--- src/rtl/alu_exec.sv ---
// alu_exec: execute-stage ALU feeding the EX/MEM register through a valid/ready handshake.
// Define ALU_EXEC_DIV_EN to include the iterative radix-2 divider that writes HI/LO.
module alu_exec #(
   parameter int WIDTH = 32
) (
   input  logic             clk,
   input  logic             resetn,
   input  logic             in_valid,
   output logic             in_ready,
   input  logic [4:0]       alucontrol,
   input  logic [WIDTH-1:0] srca,
   input  logic [WIDTH-1:0] srcb,
   input  logic [4:0]       sa,
   input  logic             flush,
   output logic             out_valid,
   input  logic             out_ready,
   output logic [WIDTH-1:0] result,
   output logic             overflow,
   output logic [WIDTH-1:0] hi,
   output logic [WIDTH-1:0] lo,
   output logic             busy
);

   localparam logic [4:0] AND_CONTROL  = 5'd0;
   localparam logic [4:0] OR_CONTROL   = 5'd1;
   localparam logic [4:0] XOR_CONTROL  = 5'd2;
   localparam logic [4:0] NOR_CONTROL  = 5'd3;
   localparam logic [4:0] ADD_CONTROL  = 5'd4;
   localparam logic [4:0] ADDU_CONTROL = 5'd5;
   localparam logic [4:0] SUB_CONTROL  = 5'd6;
   localparam logic [4:0] SUBU_CONTROL = 5'd7;
   localparam logic [4:0] SLT_CONTROL  = 5'd8;
   localparam logic [4:0] SLTU_CONTROL = 5'd9;
   localparam logic [4:0] SLL_CONTROL  = 5'd10;
   localparam logic [4:0] LUI_CONTROL  = 5'd11;

   logic                    vld_p1;
   logic [WIDTH-1:0]        res_p1;
   logic                    ovf_p1;
   logic                    accept;
   logic                    is_div;
   logic                    idle;
   logic                    div_done;
   logic [WIDTH-1:0]        alu_res;
   logic                    alu_ovf;
   logic signed [WIDTH-1:0] a_s;
   logic signed [WIDTH-1:0] b_s;
   logic [WIDTH-1:0]        sum;
   logic [WIDTH-1:0]        diff;

   function automatic logic sgn_ovf(input logic a_msb, input logic b_msb, input logic r_msb);
      return (a_msb == b_msb) && (r_msb != a_msb);
   endfunction

   // Signed overflow zeroes the result rather than wrapping.
   function automatic logic [WIDTH-1:0] sat_zero(input logic [WIDTH-1:0] r, input logic ovf);
      return ovf ? '0 : r;
   endfunction

   assign a_s  = srca;
   assign b_s  = srcb;
   assign sum  = srca + srcb;
   assign diff = srca - srcb;

   always_comb begin
      alu_res = '0;
      alu_ovf = 1'b0;
      case (alucontrol)
         AND_CONTROL:  alu_res = srca & srcb;
         OR_CONTROL:   alu_res = srca | srcb;
         XOR_CONTROL:  alu_res = srca ^ srcb;
         NOR_CONTROL:  alu_res = ~(srca | srcb);
         ADD_CONTROL: begin
            alu_ovf = sgn_ovf(srca[WIDTH-1], srcb[WIDTH-1], sum[WIDTH-1]);
            alu_res = sat_zero(sum, alu_ovf);
         end
         ADDU_CONTROL: alu_res = sum;
         SUB_CONTROL: begin
            alu_ovf = sgn_ovf(srca[WIDTH-1], ~srcb[WIDTH-1], diff[WIDTH-1]);
            alu_res = sat_zero(diff, alu_ovf);
         end
         SUBU_CONTROL: alu_res = diff;
         SLT_CONTROL:  alu_res = {{(WIDTH-1){1'b0}}, (a_s < b_s)};
         SLTU_CONTROL: alu_res = {{(WIDTH-1){1'b0}}, (srca < srcb)};
         SLL_CONTROL:  alu_res = srcb << sa;
         LUI_CONTROL:  alu_res = srcb << 16;
         default: begin
            alu_res = '0;
            alu_ovf = 1'b0;
         end
      endcase
   end

`ifdef ALU_EXEC_DIV_EN
   localparam logic [4:0] DIV_CONTROL  = 5'd12;
   localparam logic [4:0] DIVU_CONTROL = 5'd13;
   localparam logic [1:0] IDLE = 2'd0;
   localparam logic [1:0] RUN  = 2'd1;
   localparam logic [1:0] DONE = 2'd2;

   logic [1:0]       state;
   logic [5:0]       cnt;
   logic [WIDTH-1:0] quo;
   logic [WIDTH-1:0] rem;
   logic [WIDTH-1:0] dvs;
   logic [WIDTH-1:0] hi_r;
   logic [WIDTH-1:0] lo_r;
   logic             neg_q;
   logic             neg_r;
   logic             dvz;
   logic [WIDTH:0]   rem_sh;
   logic [WIDTH-1:0] rem_sub;
   logic [WIDTH-1:0] rem_nx;
   logic             q_bit;
   logic [WIDTH-1:0] q_fix;
   logic [WIDTH-1:0] r_fix;

   assign is_div   = (alucontrol == DIV_CONTROL) || (alucontrol == DIVU_CONTROL);
   assign idle     = (state == IDLE);
   assign div_done = (state == DONE);
   assign busy     = (state != IDLE);
   assign hi       = hi_r;
   assign lo       = lo_r;

   // Restoring step: quo shifts the dividend out MSB-first while collecting quotient bits.
   assign rem_sh  = {rem, quo[WIDTH-1]};
   assign q_bit   = (rem_sh >= {1'b0, dvs});
   assign rem_sub = rem_sh[WIDTH-1:0] - dvs;
   assign rem_nx  = q_bit ? rem_sub : rem_sh[WIDTH-1:0];
   assign q_fix   = neg_q ? -quo : quo;
   assign r_fix   = neg_r ? -rem : rem;

   always_ff @(posedge clk or negedge resetn) begin
      if (!resetn) begin
         state <= IDLE;
         cnt   <= '0;
         quo   <= '0;
         rem   <= '0;
         dvs   <= '0;
         hi_r  <= '0;
         lo_r  <= '0;
         neg_q <= 1'b0;
         neg_r <= 1'b0;
         dvz   <= 1'b0;
      end else if (flush) begin
         state <= IDLE;
      end else begin
         case (state)
            IDLE: if (accept && is_div) begin
               state <= RUN;
               cnt   <= '0;
               rem   <= '0;
               dvz   <= (srcb == '0);
               if (alucontrol == DIV_CONTROL) begin
                  quo   <= srca[WIDTH-1] ? -srca : srca;
                  dvs   <= srcb[WIDTH-1] ? -srcb : srcb;
                  neg_q <= srca[WIDTH-1] ^ srcb[WIDTH-1];
                  neg_r <= srca[WIDTH-1];
               end else begin
                  quo   <= srca;
                  dvs   <= srcb;
                  neg_q <= 1'b0;
                  neg_r <= 1'b0;
               end
            end
            RUN: begin
               quo <= {quo[WIDTH-2:0], q_bit};
               rem <= rem_nx;
               cnt <= cnt + 6'd1;
               if (cnt == 6'd31) state <= DONE;
            end
            DONE: begin
               hi_r  <= r_fix;
               lo_r  <= dvz ? '1 : q_fix;
               state <= IDLE;
            end
            default: state <= IDLE;
         endcase
      end
   end
`else
   assign is_div   = 1'b0;
   assign idle     = 1'b1;
   assign div_done = 1'b0;
   assign busy     = 1'b0;
   assign hi       = '0;
   assign lo       = '0;
`endif

   assign in_ready = idle && (!vld_p1 || out_ready) && !flush;
   assign accept   = in_valid && in_ready;

   // EX/MEM boundary register
   always_ff @(posedge clk or negedge resetn) begin
      if (!resetn) begin
         vld_p1 <= 1'b0;
         res_p1 <= '0;
         ovf_p1 <= 1'b0;
      end else if (flush) begin
         vld_p1 <= 1'b0;
      end else if (accept && !is_div) begin
         vld_p1 <= 1'b1;
         res_p1 <= alu_res;
         ovf_p1 <= alu_ovf;
      end else if (div_done) begin
         vld_p1 <= 1'b1;
         res_p1 <= '0;
         ovf_p1 <= 1'b0;
      end else if (vld_p1 && out_ready) begin
         vld_p1 <= 1'b0;
      end
   end

   assign out_valid = vld_p1;
   assign result    = res_p1;
   assign overflow  = ovf_p1;

endmodule

--- config.mk ---
export PLATFORM = sky130hd
export DESIGN_NAME = alu_exec
export DESIGN_NICKNAME = d
export VERILOG_FILES = /design/src/rtl/alu_exec.sv
export SDC_FILE = /design/constraint.sdc
export NUM_CORES = 1
export LEC_CHECK = 0
export CAP_MARGIN = 20
export CORE_MARGIN = 3
export CORE_UTILIZATION = 59
export DETAILED_ROUTE_END_ITERATION = 8
export PLACE_DENSITY = 0.89
export SLEW_MARGIN = 10
export SYNTH_ARGS = -nofsm -noshare
export SYNTH_HDL_FRONTEND = slang
export SYNTH_SLANG_ARGS = --single-unit
--- constraint.sdc ---
create_clock -name clk -period 5.5 [get_ports clk]
set_input_delay 0.55 -clock clk [delete_from_list [all_inputs] [get_ports clk]]
set_output_delay 0.55 -clock clk [all_outputs]
set_load 0.01 [all_outputs]
Word-level counts from Yosys, hierarchy flattened

Index checks and enable logic that the tools add are counted.

Memory bits (read-only): 0
Logic and storage cells: 47
Bits of input ports: 79
Memory bits (writable): 0
Memories kept: 0
Register bits after elaboration: 34
Latch bits: 0

$lt $le $gt $ge: 2
Reduce and logical (&&, ||, !) cells: 11
$mul: 0
Add/sub/neg operators: 2
Shifts and indexed selects: 1
Bitwise gates (word level): 6
Eq/ne operators: 15
Div/mod/pow operators: 0
Mux-type cells: 7

Operators with widths:

| operator                                             | number |
|---|---|
| one-hot mux 32 bit (12 select lines)                 | 1 |
| < comparator 32 bit                                  | 2 |
| 2-to-1 mux 32 bit                                    | 2 |
| adder 32 bit                                         | 1 |
| bitwise AND 32 bit                                   | 1 |
| NOT 32 bit                                           | 1 |
| OR 32 bit                                            | 1 |
| left shift 32 x 5 -> 32 bit                          | 1 |
| subtractor 32 bit                                    | 1 |
| bitwise XOR 32 bit                                   | 1 |
| equality test 5 x 3 -> 1 bit (second input constant) | 4 |
| equality test 5 x 4 -> 1 bit (second input constant) | 4 |
| equality test 5 x 2 -> 1 bit (second input constant) | 2 |
| equality test 5 x 1 -> 1 bit (second input constant) | 1 |
| logical AND 1 bit                                    | 5 |
| logical NOT 5 bit                                    | 1 |
| 2-to-1 mux 1 bit                                     | 3 |
| nonzero test 3 bit                                   | 1 |
| equality test 1 bit                                  | 2 |
| logical NOT 1 bit                                    | 2 |
| != test 1 bit                                        | 2 |
| NOT 1 bit                                            | 2 |
| one-hot mux 1 bit (2 select lines)                   | 1 |
| AND reduction 2 bit                                  | 1 |
| logical OR 1 bit                                     | 1 |

Logic depth before layout (Yosys ltp)

Gate-level depths: netlist of run 1.

Depth after elaboration: 6
Depth in mapped cells: 15
Gate-level depth less buffers: 13

Worst setup path after synthesis of run 1

No wires, ideal clock.

Kind: input port to flip-flop
Start point: input port srca[0]
End point: register res_p1[30], in the netlist result[30]
Setup slack: 2.029 ns
Path buffers: 0
Stages: 13
Required time: 5.367 ns
Arrival time: 3.338 ns
Cells stage by stage: ha_1 > inv_1 > fa_1 > nand2b_1 > a21oi_1 > nor2_1 > o31ai_1 > a211oi_2 > o311ai_1 > a2111oi_0 > o211a_1 > or3_1 > a2bb2oi_1

Longest elaborated chain between the ends: 5
Elaborated cells on any way between the ends: 9

RTL lines:

| element                                           | line   | RTL |
|---|---|---|
| start, declared                                   | 11     | `input logic [WIDTH-1:0] srca,` |
| subtractor 32 bit or adder 32 bit (tied branches) | 63, 62 |  |
| != test 1 bit                                     | 52     | `return (a_msb == b_msb) && (r_msb != a_msb);` |
| logical AND 1 bit                                 | 52     |  |
| 2-to-1 mux 32 bit                                 | 57     | `return ovf ? '0 : r;` |
| one-hot mux 32 bit (12 select lines) *            | 68     | `case (alucontrol)` |
| end signal, assigned                              | 203    | `res_p1 <= alu_res;` |
| end, declared                                     | 38     | `logic [WIDTH-1:0] res_p1;` |

Mark *: on every way between the ends. The rest lies on a longest branch, timed or not.
A chain may end at the register's enable or synchronous reset.

Worst setup path after layout of run 1

Start point: input port srcb[11]
End point: register res_p1[29], in the netlist result[29]

Longest elaborated chain between the ends: 5
Elaborated cells on any way between the ends: 10

RTL lines:

| element                                           | line   | RTL |
|---|---|---|
| start, declared                                   | 12     | `input logic [WIDTH-1:0] srcb,` |
| subtractor 32 bit or adder 32 bit (tied branches) | 63, 62 |  |
| != test 1 bit                                     | 52     |  |
| logical AND 1 bit                                 | 52     |  |
| 2-to-1 mux 32 bit                                 | 57     |  |
| one-hot mux 32 bit (12 select lines) *            | 68     |  |

Marks and branches as above.

==> impl_results.md, run 1 <==
- Outcome: complete, no violations
- CTS tree: yes
- RSZ-0062 raised after global routing: false
- Clock sinks: 34
- Post-synthesis sequential area ratio: 0.09279
- Vias: between 10,000 and 15,000
- Routed vias/inst: 7.084
- Total power draw: roughly 0.0015 W
- Hold_ws: between 0.4 and 0.5 ns
- Setup crit start kind: input port
- Routed Wire Length: around 40,000 um
- Clk buf depth: 2
- H-tree Lvls: 2
- Post-synth cell types: 82
- Crit Path Max Fanout: 9
- Top cells by count, synth: nand2_1, a21oi_1, inv_1, ha_1, nor2_1
- VDD IR-drop max: about 110 uV
- PortBufs: approximately 110
- Die ar.: approximately 0.017 mm2
- Hold buffers post-CTS: 0
- CP Data Arrival Time: 5.25 ns
- Final Non-Filler Cells: roughly 1,500
- Pin count of the biggest net entering global routing: 37
- Min-delay worst type: input port to asynchronous set/reset pin
- Ys async rst share: 1.000
- Mapped Cells: ~1,300
- Total grt overflow: 0
- Final worst path period share: 0.9116
- Cell Area, Synth: between 0.009 and 0.01 mm2
- Critical path type: input port to flip-flop
- Root Driver: clkbuf_16
- Clk_lat worst skew: a little over 0.3 ns
- Post-synth EDFFs: 0
- Die height: roughly 130 um
- Pre-antenna DRT Iters: 8
- Area grow syn2layout: 13.50%
- Antenna Nets Post-Route: 0
- Post-layout nets: 1,546
- Main flop type after synthesis: dfrtp_1
- PnR worst setup slack: 0.4864 ns
- CP Cell Sequence: clkdlybuf4s50_1 -> inv_1 -> ha_1 -> nor4_1 -> o2111ai_1 -> a21o_1 -> a21bo_2 -> mux2i_1 -> o21ai_1 -> buf_4 -> buf_4 -> or4_1 -> nand4_1
- Post-layout min period: 5.014 ns
- Row count: between 40 and 50
- First-pass GRT wire length: a little under 60,000 um
- Share of layout cells above drive strength 1: 0.07399
- Diodes inserted: 0
- Per-cell routed wire length: roughly 26 um
- CP Data Required Time: 5.74 ns
- Leak Pwr: between 4 and 5 nW
- Endpoints failing hold: 0
- GRT Util Overall: 0.4496
- HPWL after DPL: 31,000 um
- CTS buffer count: 5
- I/O pins: ~180
- Die W: 130.7 um
- Setup TNS Final: 0 ns
- Placed insts: ~1,500
- Setup crit end kind: flip-flop
- Starting Density: 0.6168
- Clk pin slew, worst setup/hold paths: roughly 0.07 ns
- Worst clock skew: roughly 0.0070 ns
- Average cell area after synthesis: between 7 and 8 um2
- Initial DRC count: 1,804
- Post-synth top area share: 0.1378
- Setup Buffers After CTS: 0
- Flops & latches, synth: 34
- Count of pins over their slew limit: 0
- Syn. warnings: 0
- Ranking of synthesized cells by area: ha_1, dfrtp_1, a21oi_1
- Measured slew at the worst slew-check pin: ~1.2 ns
- CP max stage delay: about 1.1 ns
- Most used cell, CP: buf_4
- Most common cell in the netlist: nand2_1
- Core Region: approximately 0.015 mm2
- Vias in the first global route: 9,937
- Routability congestion estimate: roughly 1.1
- PwrDens: 146.9 mW/mm2
- Max Fclk: between 150 and 200 MHz
- Fillcell total: around 1,300
- Pre-CTS setup slack: roughly 0.46 ns
- CTS-repair resized insts: 0
- Worst path slowest cell: nor4_1
- Max-capacitance violation count: 0
- Initial antenna violation count: 1
- Max_slew headroom: 0.1820
- Final setup violation count: 0
- DRC viols: 0
- Post-synth top area cell: ha_1
-- cells in the final DEF (no fill, tap or decap), types with 20 or more instances in the layout --
master | Yosys | routed
nand2_1 | 112 | 111
clkdlybuf4s50_1 | 0 | 109
a21oi_1 | 107 | 107
inv_1 | 104 | 104
ha_1 | 101 | 101
nor2_1 | 95 | 95
o21ai_0 | 87 | 86
conb_1 | 1 | 65
mux2i_1 | 51 | 51
buf_4 | 66 | 44
dfrtp_1 | 34 | 34
a22oi_1 | 33 | 33
xnor2_1 | 32 | 32
nor3_1 | 26 | 26
nand3_1 | 26 | 26
a221oi_1 | 20 | 20
a211oi_1 | 20 | 20
-- final timing paths --
check                      slack [ns]                endpoint  depth (start not counted)                   from
max in group asynchronous        4.40  result[15]$_DFFE_PN0P_                          1                 resetn
min in group clk                 0.48    overflow$_DFFE_PN0P_                          2   overflow$_DFFE_PN0P_
min reg2reg                      0.48    overflow$_DFFE_PN0P_                          2   overflow$_DFFE_PN0P_
min                              0.44   result[5]$_DFFE_PN0P_                          1                 resetn
max                              0.49  result[29]$_DFFE_PN0P_                         13               srcb[11]
max reg2reg                      2.36  result[15]$_DFFE_PN0P_                          7  out_valid$_DFFE_PN0P_
-- sequential cells by signal, indices dropped and copies added, names as in the netlist --
signal     count
out_valid      1
overflow       1
result        32
-- kinds of logic after synthesis --
| logic type | count (synthesis) | share of synthesized area |
|---|---|---|
| other | 1 | 0.0004090 |
| muxes | 63 | 0.08024 |
| xor gates and xnor gates | 39 | 0.03725 |
| DFF | 34 | 0.09280 |
| buffers and inverters | 259 | 0.1363 |
| adders and majority gates | 103 | 0.1422 |
| AOI/OAI and AO/OA | 428 | 0.3253 |
| and+or+nand+nor | 361 | 0.1855 |
-- power breakdown --
| part | switching, W | leakage, nW | internal, W |
|---|---|---|---|
| sequential | 0.00000793 | 0.464 | 0.000261 |
| clock | 0.000139 | 0.0739 | 0.000181 |
| combinational | 0.000603 | 4.09 | 0.000338 |
| total | 0.000750 | 4.63 | 0.000779 |
-- metal layers --
| metal | GRT usage | share of wire | vias up |
|---|---|---|---|
| met3 | 0.1516 | 0.17 | 236 |
| li1 | - | - | 4714 |
| met1 | 0.6010 | 0.37 | 4976 |
| met4 | 0.1930 | 0.059 | 2 |
| met5 | 0 | 0.00027 | - |
| met2 | 0.6599 | 0.41 | 1045 |
-- stage by stage --
stage                     area (um2)  utilization
after floorplan                 9409            -
after global placement         10260       0.6902
after detailed placement       10260       0.6902
after CTS                      10410       0.7001
after global routing           10410       0.7001
final                          10410       0.7001
-- worst max-delay path: cells and delay by family --
kind / cells / cell delay (ns)
simple gates: 3 / 1.64
compound gates: 4 / 1.23
buf+inv: 4 / 1.20
fa+ha+maj: 1 / 0.41
mux: 1 / 0.22
-- layout make-up --
type | instances | area, um2 | area share
multi-input cells | 1059 | 7318 | 0.7033
repair buffers | 158 | 1461 | 0.1404
flip-flops and latches | 34 | 850.8 | 0.08176
inverters | 106 | 397.9 | 0.03824
well taps | 184 | 230.2 | 0.02212
clock buffers | 7 | 142.6 | 0.01371
clock inverters | 1 | 5.005 | 0.0004809
No activity file was read; power rests on OpenSTA's default activity.
==> inputs of run 2 (changes only) <==
Settings changed: ABC_AREA from default to 0.
==> results of run 2 <==
Final layout, timing and power as in run 1 (identical DEF).
